$ cat src/rtl/mem_arb_pkg.sv
// Shared types and constants for the fetch/data memory port arbiter.
package mem_arb_pkg;

  typedef enum logic [2:0] {
    RESP_NONE  = 3'd0,
    RESP_F     = 3'd1,
    RESP_M     = 3'd2,
    RESP_F_ERR = 3'd3,
    RESP_M_ERR = 3'd4
  } resp_state_t;

  localparam logic [1:0] OWN_NONE = 2'd0;
  localparam logic [1:0] OWN_F    = 2'd1;
  localparam logic [1:0] OWN_M    = 2'd2;

  localparam int DEF_MEM_DEPTH  = 2001;
  localparam int DEF_STARVE_MAX = 4;

endpackage

$ cat src/rtl/mem_arb_starve_cnt.sv
// Saturating count of consecutive cycles the fetch port has been denied.
module mem_arb_starve_cnt
  import mem_arb_pkg::*;
#(
  parameter int STARVE_MAX = DEF_STARVE_MAX
) (
  input  logic clk,
  input  logic rst_n,
  input  logic waiting,
  input  logic grant,
  output logic at_max
);

  localparam int CW = $clog2(STARVE_MAX + 1);
  localparam logic [CW-1:0] MAX_C = CW'(STARVE_MAX);

  logic [CW-1:0] cnt_r;

  // Count denied cycles; any grant or a dropped request starts over.
  always_ff @(posedge clk or negedge rst_n) begin
    if (!rst_n) begin
      cnt_r <= {CW{1'b0}};
    end else if (grant || !waiting) begin
      cnt_r <= {CW{1'b0}};
    end else if (cnt_r != MAX_C) begin
      cnt_r <= cnt_r + {{(CW-1){1'b0}}, 1'b1};
    end else begin
      cnt_r <= cnt_r;
    end
  end

  assign at_max = (cnt_r == MAX_C);

endmodule

$ cat src/rtl/mem_port_arbiter.sv
// Single-port memory arbiter for fetch and data stages, data-priority with a
// one-cycle response pipe. MEM_ARB_STARVE_EN adds the fetch starvation guard.
module mem_port_arbiter
  import mem_arb_pkg::*;
#(
  parameter int ADDR_W     = 64,
  parameter int DATA_W     = 64,
  parameter int MEM_DEPTH  = DEF_MEM_DEPTH,
  parameter int STARVE_MAX = DEF_STARVE_MAX
) (
  input  logic              clk,
  input  logic              rst_n,
  input  logic              f_req,
  input  logic [ADDR_W-1:0] f_addr,
  output logic              f_gnt,
  output logic              f_valid,
  output logic [DATA_W-1:0] f_rdata,
  output logic              f_error,
  input  logic              m_req,
  input  logic              m_we,
  input  logic [ADDR_W-1:0] m_addr,
  input  logic [DATA_W-1:0] m_wdata,
  output logic              m_gnt,
  output logic              m_valid,
  output logic [DATA_W-1:0] m_rdata,
  output logic              m_error,
  output logic              mem_en,
  output logic              mem_we,
  output logic [ADDR_W-1:0] mem_addr,
  output logic [DATA_W-1:0] mem_wdata,
  input  logic [DATA_W-1:0] mem_rdata
);

  localparam logic [ADDR_W-1:0] DEPTH_A = ADDR_W'(MEM_DEPTH);

  resp_state_t       resp_st_r;
  resp_state_t       resp_nxt_s;
  logic              wr_r;
  logic [1:0]        owner_s;
  logic [ADDR_W-1:0] sel_addr_s;
  logic              in_range_s;
  logic              f_prio_s;

`ifdef MEM_ARB_STARVE_EN
  logic at_max_s;

  mem_arb_starve_cnt #(
    .STARVE_MAX(STARVE_MAX)
  ) u_starve_cnt (
    .clk     (clk),
    .rst_n   (rst_n),
    .waiting (f_req & ~f_gnt),
    .grant   (f_gnt),
    .at_max  (at_max_s)
  );

  assign f_prio_s = f_req & at_max_s;
`else
  assign f_prio_s = 1'b0;
`endif

  // Pick this cycle's owner; nothing is granted while reset is held.
  always_comb begin
    owner_s = OWN_NONE;
    if (!rst_n) begin
      owner_s = OWN_NONE;
    end else if (m_req && !f_prio_s) begin
      owner_s = OWN_M;
    end else if (f_req) begin
      owner_s = OWN_F;
    end else begin
      owner_s = OWN_NONE;
    end
  end

  assign sel_addr_s = (owner_s == OWN_M) ? m_addr : f_addr;
  assign in_range_s = (sel_addr_s < DEPTH_A);

  assign f_gnt = (owner_s == OWN_F);
  assign m_gnt = (owner_s == OWN_M);

  // Out-of-range accesses are granted but never reach the array.
  always_comb begin
    mem_en    = 1'b0;
    mem_we    = 1'b0;
    mem_addr  = {ADDR_W{1'b0}};
    mem_wdata = {DATA_W{1'b0}};
    if ((owner_s != OWN_NONE) && in_range_s) begin
      mem_en   = 1'b1;
      mem_addr = sel_addr_s;
      if ((owner_s == OWN_M) && m_we) begin
        mem_we    = 1'b1;
        mem_wdata = m_wdata;
      end else begin
        mem_we    = 1'b0;
        mem_wdata = {DATA_W{1'b0}};
      end
    end else begin
      mem_en = 1'b0;
    end
  end

  // Response state follows the issued access one cycle later.
  always_comb begin
    resp_nxt_s = RESP_NONE;
    case (owner_s)
      OWN_F:   resp_nxt_s = in_range_s ? RESP_F : RESP_F_ERR;
      OWN_M:   resp_nxt_s = in_range_s ? RESP_M : RESP_M_ERR;
      default: resp_nxt_s = RESP_NONE;
    endcase
  end

  // Response tracker and write flag, updated unconditionally every cycle.
  always_ff @(posedge clk or negedge rst_n) begin
    if (!rst_n) begin
      resp_st_r <= RESP_NONE;
      wr_r      <= 1'b0;
    end else begin
      resp_st_r <= resp_nxt_s;
      wr_r      <= (owner_s == OWN_M) && m_we;
    end
  end

  // Decode response pulses; write acks and errors return zero data.
  always_comb begin
    f_valid = 1'b0;
    f_error = 1'b0;
    f_rdata = {DATA_W{1'b0}};
    m_valid = 1'b0;
    m_error = 1'b0;
    m_rdata = {DATA_W{1'b0}};
    case (resp_st_r)
      RESP_F: begin
        f_valid = 1'b1;
        f_rdata = mem_rdata;
      end
      RESP_M: begin
        m_valid = 1'b1;
        m_rdata = wr_r ? {DATA_W{1'b0}} : mem_rdata;
      end
      RESP_F_ERR: begin
        f_valid = 1'b1;
        f_error = 1'b1;
      end
      RESP_M_ERR: begin
        m_valid = 1'b1;
        m_error = 1'b1;
      end
      default: begin
        f_valid = 1'b0;
        m_valid = 1'b0;
      end
    endcase
  end

endmodule

$ cat config.mk
export PLATFORM = sky130hd
export DESIGN_NAME = mem_port_arbiter
export DESIGN_NICKNAME = d
export VERILOG_FILES = /design/src/rtl/mem_arb_pkg.sv /design/src/rtl/mem_arb_starve_cnt.sv /design/src/rtl/mem_port_arbiter.sv
export SDC_FILE = /design/constraint.sdc
export NUM_CORES = 1
export LEC_CHECK = 0
export BUFFER_PORTS_ARGS = -buffer_cell sky130_fd_sc_hd__buf_4
export CAP_MARGIN = 10
export CORE_AREA = 2 2 205 207
export CTS_BUF_LIST = sky130_fd_sc_hd__clkbuf_8
export DETAILED_ROUTE_END_ITERATION = 6
export DIE_AREA = 0 0 207 209
export GPL_TIMING_DRIVEN = 1
export HOLD_SLACK_MARGIN = 0.03
export SLEW_MARGIN = 20
export SYNTH_ARGS = -nofsm -noshare
export SYNTH_HDL_FRONTEND = slang
export SYNTH_HIERARCHICAL = 1
export SYNTH_SLANG_ARGS = --single-unit
$ cat constraint.sdc
create_clock -name clk -period 4.8 [get_ports clk]
set_clock_uncertainty 0.1 [all_clocks]
set_input_delay 0.96 -clock clk [delete_from_list [all_inputs] [get_ports clk]]
set_output_delay 0.96 -clock clk [all_outputs]
set_load 0.02 [all_outputs]
==> flow_metrics.env <==
export IMPL_ys_top_cells_by_count="131 x and2_1, 65 x and3_1, 54 x buf_4"
export IMPL_cellPowerDensity_nw_per_um2=71.0
export IMPL_yosysSeqAreaShare_pct=4.01
export IMPL_worst_pin_slew_ns=1.01
export IMPL_path_clk_slew_ns=0.03
export IMPL_place_gp_congestion=0.875
export IMPL_die_x_um=207
export IMPL_synth_cell_type_count=35
export IMPL_fmax_mhz=220
export IMPL_yosys_warnings=6
export IMPL_antenna_found_initial=5
export IMPL_cts_buffer_depth=2
export IMPL_synth_edf_count=0
export IMPL_vias=4304
export IMPL_grt_usage_pct=7.42
export IMPL_async_flop_share_pct=100
export IMPL_synthTopCellsByArea="and2_1 33%, and3_1 16%, buf_4 16%, nor4_1 5.5%, dfrtp_1 4.0%"
export IMPL_place_hpwl_mm=16.0
export IMPL_vdd_ir_drop_max_v=0.0000432
export IMPL_crit_type="in -> out"
export IMPL_crit_chain="buf_4, nand3b_1, ha_2, inv_1, or4b_1, a222oi_1, o2111a_2, buf_12, and3_1, buf_4"
export IMPL_setup_viol=0
export IMPL_firstDrtPassIters=4
export IMPL_worstPathArrival_ns=3.49
export IMPL_min_period_ns=4.55
export IMPL_cts_sinks=4
export IMPL_fin_crit_sh_pct=94.7
export IMPL_viasPerCell=3.14
export IMPL_pin_count=525
export IMPL_timing_setup_tns_ns=0
export IMPL_die_area_um2=43300
export IMPL_critPathSlowestCell="or4b_1"
export IMPL_htreeDepth=1
export IMPL_ant_nets=0
export IMPL_leakage_nw=3.62
export IMPL_end_kind="primary output"
export IMPL_slowest_delay_ns=0.51
export IMPL_grt_pass1_wl_mm=24.6
export IMPL_grt_pass1_vias=4190
export IMPL_placementRows=75
export IMPL_slew_headroom_pct=32.7
export IMPL_wl_mm=17.6
export IMPL_cts_tree="built"
export IMPL_holdBufCountCts=0
export IMPL_crit_fanout=67
export IMPL_drtIter0Drc=140
export IMPL_ys_ff_latch=4
export IMPL_status="completed"
export IMPL_cap_violations=0
export IMPL_crit_top_cell="buf_4"
export IMPL_netlist_area_leader_share_pct=32.8
export IMPL_grt_overflow=0
export IMPL_rsz0062_at_grt="false"
export IMPL_instances_no_fill=1369
export IMPL_area_growth_syn_to_layout_pct=160
export IMPL_netlist_area_um2=2500
export IMPL_drc=0
export IMPL_initial_utilization_pct=6.05
export IMPL_start_kind="input pin"
export IMPL_core_area_um2=41300
export IMPL_worstHoldPathType="in -> async"
export IMPL_synthFlopType="dfrtp_1"
export IMPL_drv_slew=0
export IMPL_final_layout_size_suffix_gt1_share_pct=58.8
export IMPL_cts_inserted_buffers=3
export IMPL_synthCells=380
export IMPL_dp_cells=1362
export IMPL_wl_per_cell_um=12.8
export IMPL_avgSynthCellArea_um2=6.57
export IMPL_synth_top_cell_by_area="and2_1"
export IMPL_cp_required_ns=3.74
export IMPL_root_buffer="clkbuf_8"
export IMPL_portBuffers=471
export IMPL_hold_violations=0
export IMPL_synth_most_common_cell="and2_1"
export IMPL_grt_max_degree=68
export IMPL_die_h_um=209
export IMPL_fin_nets=1093
[sequential cells by signal, indices dropped and copies added (netlist names)]
register and count:
resp_st_r 3, wr_r 1
[critical path: cells and delay by family]
family	cells	cell delay [ns]
compound gates	2	0.71
simple gates	3	0.85
fa+ha+maj	1	0.29
buf+inv	4	0.61
[worst paths after layout]
kind,end,startpoint,slack (ns)
max in group asynchronous,resp_st_r[1]$_DFF_PN0_,rst_n,4.05
worst max-delay path,mem_wdata[45],rst_n,0.25
min in group clk,resp_st_r[0]$_DFF_PN0_,m_req,1.09
worst min-delay path,resp_st_r[2]$_DFF_PN0_,rst_n,0.44
[layer usage]
layer / track usage [%] / part of all wire (%) / vias up
met5: 0 / 0.046 / -
li1: - / - / 2079
met4: 1.70 / 2.1 / 2
met2: 13.9 / 52 / 303
met3: 2.37 / 11 / 8
met1: 8.06 / 36 / 1912
[power breakdown]
| part | switching (mW) | internal, mW | total [mW] |
|---|---|---|---|
| Combinational | 0.164 | 0.192 | 0.356 |
| Clock | 0.0156 | 0.0533 | 0.0689 |
| Sequential | 0.00180 | 0.0352 | 0.0370 |
[through the flow]
step                      instance area (µm²)  hold slack [ns]  utilization, %  worst slack [ns]  power, mW
after floorplan                          2690            0.564               -             0.388      0.191
after global placement                   6420            0.664            15.6             0.218      0.390
after detailed placement                 6420            0.665            15.6             0.138      0.393
after CTS                                6460            0.438            15.7             0.132      0.465
after global routing                     6500            0.444            15.7            0.0447      0.490
final                                    6500            0.443            15.7             0.253      0.462
[what timing repair did]
action                     CTS  global route
setup endpoints to repair    0            66
resized for setup            0             2
buffers inserted             0             0
[layout by cell type (no fill, tap or decap), drive strengths merged, types with 2 or more instances in the layout]
cell type and instances:
nor2b 2, nand3 2, nor4 22, dfrtp 4, nor4b 2, clkbuf 3, nor3 17, mux2i 10
nand2 6, nor2 7, nand4 6, inv 4, conb 53, and3 65, ha 3, diode 3
buf 476, and2 131
[cell type report]
class,instances,area (µm²)
Clock buffer,3,41.3
Fill cell,4726,34800
Sequential cell,4,100
Antenna cell,3,7.51
Inverter,4,15.0
Tap cell,539,674
Multi-Input combinational cell,340,2050
Timing Repair Buffer,476,3610
[cells by family after synthesis]
logic type / after synthesis / share of synthesized area, %
fa+ha+maj: 3 / 1.50
simple gates: 266 / 64.9
compound gates: 6 / 1.96
buf+inv: 88 / 22.7
mux: 11 / 4.46
xor+xnor: 1 / 0.351
flops: 4 / 4.01
other cells: 1 / 0.150
Note: power is estimated with default switching activity, not from simulation.
